$ cat src/rtl/cpu_mem_arbiter.sv
// cpu_mem_arbiter: merges the instruction-fetch and data sram-like channels onto one
// sram-like memory port with a single outstanding transaction. Data has fixed priority
// over fetch unless ARB_ROUND_ROBIN_EN is defined, which alternates on simultaneous requests.
module cpu_mem_arbiter #(
    parameter int ADDR_W = 32,
    parameter int DATA_W = 32
) (
    input  logic              clk,
    input  logic              rst,
    input  logic              inst_req,
    input  logic [ADDR_W-1:0] inst_addr,
    input  logic              inst_cache,
    output logic              inst_addr_ok,
    output logic              inst_data_ok,
    output logic [DATA_W-1:0] inst_rdata,
    input  logic              data_req,
    input  logic              data_wr,
    input  logic [2:0]        data_size,
    input  logic [3:0]        data_wstrb,
    input  logic [ADDR_W-1:0] data_addr,
    input  logic [DATA_W-1:0] data_wdata,
    input  logic              data_cache,
    output logic              data_addr_ok,
    output logic              data_data_ok,
    output logic [DATA_W-1:0] data_rdata,
    output logic              mem_req,
    output logic              mem_wr,
    output logic [2:0]        mem_size,
    output logic [3:0]        mem_wstrb,
    output logic [ADDR_W-1:0] mem_addr,
    output logic [DATA_W-1:0] mem_wdata,
    output logic              mem_cache,
    input  logic              mem_addr_ok,
    input  logic              mem_data_ok,
    input  logic [DATA_W-1:0] mem_rdata
);
    typedef enum logic [1:0] {IDLE, REQ, WAIT} state_t;
    state_t              state_q;
    logic                grant_q;
    logic                mem_req_q, mem_wr_q, mem_cache_q;
    logic [2:0]          mem_size_q;
    logic [3:0]          mem_wstrb_q;
    logic [ADDR_W-1:0]   mem_addr_q;
    logic [DATA_W-1:0]   mem_wdata_q;
    logic                win_d, latch_d;

    // a new request is taken from IDLE, or chained straight in as the previous response lands
    always_comb latch_d = (inst_req | data_req) & (state_q == IDLE | (state_q == WAIT & mem_data_ok));

`ifdef ARB_ROUND_ROBIN_EN
    logic last_grant_q;
    // on a tie the channel not served last wins; resetting to inst lets data win the first tie
    always_comb win_d = data_req & (~inst_req | ~last_grant_q);
    // remember the owner of every latched request
    always_ff @(posedge clk or posedge rst)
        if (rst) last_grant_q <= 1'b0;
        else if (latch_d) last_grant_q <= win_d;
`else
    // data always beats fetch
    always_comb win_d = data_req;
`endif

    // FSM: latch the winner's fields, present them until accepted, then await the response
    always_ff @(posedge clk or posedge rst) begin
        if (rst) begin
            state_q     <= IDLE;
            grant_q     <= 1'b0;
            mem_req_q   <= 1'b0;
            mem_wr_q    <= 1'b0;
            mem_size_q  <= '0;
            mem_wstrb_q <= '0;
            mem_addr_q  <= '0;
            mem_wdata_q <= '0;
            mem_cache_q <= 1'b0;
        end else if (latch_d) begin
            state_q     <= REQ;
            grant_q     <= win_d;
            mem_req_q   <= 1'b1;
            mem_wr_q    <= win_d & data_wr;
            mem_size_q  <= win_d ? data_size : 3'd2;
            mem_wstrb_q <= win_d ? data_wstrb : 4'd0;
            mem_addr_q  <= win_d ? data_addr : inst_addr;
            mem_wdata_q <= win_d ? data_wdata : '0;
            mem_cache_q <= win_d ? data_cache : inst_cache;
        end else if (state_q == REQ && mem_addr_ok) begin
            state_q   <= WAIT;
            mem_req_q <= 1'b0;
        end else if (state_q == WAIT && mem_data_ok) begin
            state_q <= IDLE;
        end
    end

    assign mem_req      = mem_req_q;
    assign mem_wr       = mem_wr_q;
    assign mem_size     = mem_size_q;
    assign mem_wstrb    = mem_wstrb_q;
    assign mem_addr     = mem_addr_q;
    assign mem_wdata    = mem_wdata_q;
    assign mem_cache    = mem_cache_q;
    assign inst_addr_ok = state_q == REQ & ~grant_q & mem_addr_ok;
    assign data_addr_ok = state_q == REQ & grant_q & mem_addr_ok;
    assign inst_data_ok = state_q == WAIT & ~grant_q & mem_data_ok;
    assign data_data_ok = state_q == WAIT & grant_q & mem_data_ok;
    assign inst_rdata   = inst_data_ok ? mem_rdata : '0;
    assign data_rdata   = data_data_ok ? mem_rdata : '0;
endmodule

$ cat config.mk
export PLATFORM = sky130hd
export DESIGN_NAME = cpu_mem_arbiter
export DESIGN_NICKNAME = d
export VERILOG_FILES = /design/src/rtl/cpu_mem_arbiter.sv
export SDC_FILE = /design/constraint.sdc
export NUM_CORES = 1
export LEC_CHECK = 0
export ABC_AREA = 1
export BUFFER_PORTS_ARGS = -buffer_cell sky130_fd_sc_hd__buf_2
export CAP_MARGIN = 20
export CORE_MARGIN = 4
export CORE_UTILIZATION = 40
export DETAILED_ROUTE_END_ITERATION = 8
export PLACE_DENSITY = 0.78
export SYNTH_ARGS = -nofsm -noshare
export SYNTH_HDL_FRONTEND = slang
export SYNTH_SLANG_ARGS = --single-unit
export TNS_END_PERCENT = 30
$ cat constraint.sdc
create_clock -name clk -period 2.85 [get_ports clk]
set_clock_uncertainty 0.1 [all_clocks]
set_input_delay 0.1425 -clock clk [delete_from_list [all_inputs] [get_ports clk]]
set_output_delay 0.1425 -clock clk [all_outputs]
set_load 0.01 [all_outputs]
==> reports/results.ini <==
[cts]
cts.repair_timing.setup_buffer_count=0
cts.reportedPaths.clkPinSlew_ps=80
cts_max_path_buffers=2
insertion_delay_ps=330
cts_hold_buf=17
cts_tree=built
sink_count_of_the_clock_tree=77
cts-root-buf=sky130_fd_sc_hd__clkbuf_8
total_cts_buffers=9
post_cts.resized_instances=0
cts_htree_levels=3

[placement]
final_weighted_congestion_in_routability_driven_placement=0.972
input_output_buffers=285
half_perimeter_wire_length_after_detailed_placement_mm=10.2
placed_cells=1027

[synthesis]
syn_area_per_cell_um2=6.56
post_synth_instance_area_um2=4200
yosysMostFrequentCell=sky130_fd_sc_hd__nand2_1
largest_cells_by_area_after_synthesis=sky130_fd_sc_hd__dfrtp_1 (46%), sky130_fd_sc_hd__nand2_1 (26%), sky130_fd_sc_hd__nand3_1 (9.1%), sky130_fd_sc_hd__inv_1 (6.8%), sky130_fd_sc_hd__nor2_1 (6.3%)
commonest_cells_in_the_netlist=sky130_fd_sc_hd__nand2_1 (295), sky130_fd_sc_hd__dfrtp_1 (77), sky130_fd_sc_hd__inv_1 (76), sky130_fd_sc_hd__nand3_1 (76), sky130_fd_sc_hd__nor2_1 (71)
edff_count_synth=0
yosys.area.top_type=sky130_fd_sc_hd__dfrtp_1
synth_cell_types=10
ffs_latches_synth=77
yosysWarningCount=0
ys_dominant_reg_cell=sky130_fd_sc_hd__dfrtp_1
ys_async_sr_fraction_pct=100
yosys.area.top_type_share_pct=45.8
postSynthNetCount=785
sequential_element_share_of_the_synthesized_area_pct=45.8
syn_inst=641

[power]
net-switching-power_w=0.00200
power.sequential.fraction_pct=38.6
power.ir.vdd_worst_v=0.000389
power-per-cell-area_nw_per_um2=790
power.leakage_nw=4.16
combPwrFrac_pct=44.6
sw_frac_of_total_pct=41.9
power.internal_w=0.00277
share_clk_of_total_power_pct=16.7

[cells_and_area]
final-instance-count-excl-fill=1063
syn2layout_area_growth_pct=43.7
postLayoutCoreUtil_pct=58.8
num-nets-final=1063
drive_above_1_share_pct=34.0

[grt]
initial_antenna_violation_count=3
globalRoute.totalOverflow=0
grt_max_degree=77
globalRouteTotalUtil_pct=21.8
first_global_vias=4506
grt_pass1_wl_mm=21.9

[setup_path]
setup.worst_path.start=state_q[0]
cp.buffers_inverters=3
path_max_fanout=32
required_ps=2610
delay_contributed_by_the_slowest_stage_of_the_critical_path_ps=440
timing.critical_path.depth=6
cp_cell_sequence=inv_2 > nand3_1 > nor2_1 > inv_2 > nor2_1 > buf_2
worst_setup_path_endpoint=data_rdata[18]
r2r_slack_ps=1220
r2r_start=state_q[1]
capturing_element_type_of_the_critical_path=primary output
cp.arrival_ps=1710
r2r_end=mem_wdata[5]
cp-start-kind=register
worst_path_max_delay_cell=sky130_fd_sc_hd__dfrtp_1
worstSetupPathType=reg -> out
number_of_cells_on_the_worst_reg_to_reg_path=4
critical_path.top_delay_family=buffers and inverters

[run]
maxCapViolCount=0

[route]
drt-pass1-iter-count=5
m1WireLength_mm=5.44
wl_met3_um=906
top_sig_layer=met4
detailroute.wirelength.met2_mm=7.31
routed-via-count=4806
number_of_design_rule_violations_left_after_detail_routing=0
drt-wirelength-per-cell_um=13.2
via_density=4.52
wl_mm=14.0
drt_iter0_drc=275
drt.antenna.violating_nets=0

[die]
die-area_um2=12200
placeableCoreArea_um2=10300
floorplan.rows=37
number_of_top_level_pins=286
dieHeight_um=111
initial_utilization_pct=40.9
fp.dieW_um=111

[sta]
rsz0062_at_grt=false
fin_setup_tns_ps=0
maxSlewHeadroom_pct=47.1
final_min_period_over_clock_period_pct=68.5
maxSlewViolCount=0
tightestPinTransition_ps=793
timing.final.hold_violations=0
finalWorstPathRequiredPeriod_ps=1950
peak_clock_frequency_supported_by_timing_mhz=512
setup_violations=0

[min_path]
hp-class=in -> reg

[status]
outcome=completed

through the flow:
step / hold slack, ps / setup slack [ps] / area (µm²) / power [W]
2_1_floorplan: 228 / 641 / 4200 / 0.00308
3_3_place_gp: 183 / 1200 / 5670 / 0.00394
3_5_place_dp: 181 / 1180 / 5670 / 0.00399
4_1_cts: 0.0578 / 898 / 6030 / 0.00482
5_1_grt: 17.7 / 764 / 6040 / 0.00515
6_report: 15.3 / 897 / 6040 / 0.00477
kinds of logic (layout without fill, tap and decap cells):
kind of cell           Yosys count  after routing  synth area share (%)
AO/OA/AOI/OAI                    1              1                 0.119
flip-flops                      77             77                  45.8
buffers and inverters          121            404                  12.3
AND/OR/NAND/NOR                442            442                  41.7
other                            0              3                     0
routing by layer:
layer	vias up	track usage (%)
met1	2138	24.3
li1	2451	-
met4	0	8.87
met3	23	4.71
met2	194	40.1
met5	-	0
cell type report:
type	count	area [µm²]
clock inverters	6	63.8
diodes	3	7.51
fillers	1038	4240
repair buffers	308	1670
clock buffers	10	128
multi-input cells	443	1770
inverters	80	302
well taps	136	170
flip-flops and latches	77	1930
registers in the layout, summed over array words and instances (netlist names):
signal / flops
mem_wstrb: 4
mem_req: 1
mem_wr: 1
mem_addr: 32
mem_size: 3
state_q: 2
mem_wdata: 32
mem_cache: 1
grant_q: 1
power by group through the flow:
| stage | Clock, W | Combinational [W] | Sequential [W] |
|---|---|---|---|
| floorplan | 0 | 0.00102 | 0.00206 |
| global placement | 0 | 0.00210 | 0.00184 |
| detailed placement | 0 | 0.00214 | 0.00184 |
| CTS | 0.000825 | 0.00216 | 0.00184 |
| global route | 0.000866 | 0.00238 | 0.00191 |
| finish | 0.000798 | 0.00213 | 0.00184 |
worst min path at each step:
stage              endpoint  slack [ps]  depth (start not counted)          start
2_1_floorplan    state_q[1]         230                          3    mem_data_ok
3_3_place_gp   mem_addr[31]         180                          2            rst
3_5_place_dp   mem_addr[31]         180                          2            rst
4_1_cts         mem_addr[9]        0.06                          5   inst_addr[9]
5_1_grt        mem_addr[14]          20                          5  inst_addr[14]
6_report       mem_addr[22]          20                          5  inst_addr[22]
worst reg2reg max path, stage by stage (launching register included):
cell and delay, ps:
sky130_fd_sc_hd__dfrtp_1 420, sky130_fd_sc_hd__nand2_2 90, sky130_fd_sc_hd__buf_4 620, sky130_fd_sc_hd__nand3_1 210, sky130_fd_sc_hd__nand2_1 110
placed cells by master (no fill, tap or decap), drive strengths merged:
| cell type | instances |
|---|---|
| nand2 | 295 |
| clkbuf | 10 |
| inv | 79 |
| o21ai | 1 |
| dfrtp | 77 |
| buf | 291 |
| nand3 | 76 |
| bufinv | 1 |
| dlygate4sd3 | 17 |
| clkinvlp | 2 |
| clkinv | 4 |
| nor2 | 71 |
| diode | 3 |
(Power assumes the default switching activity.)
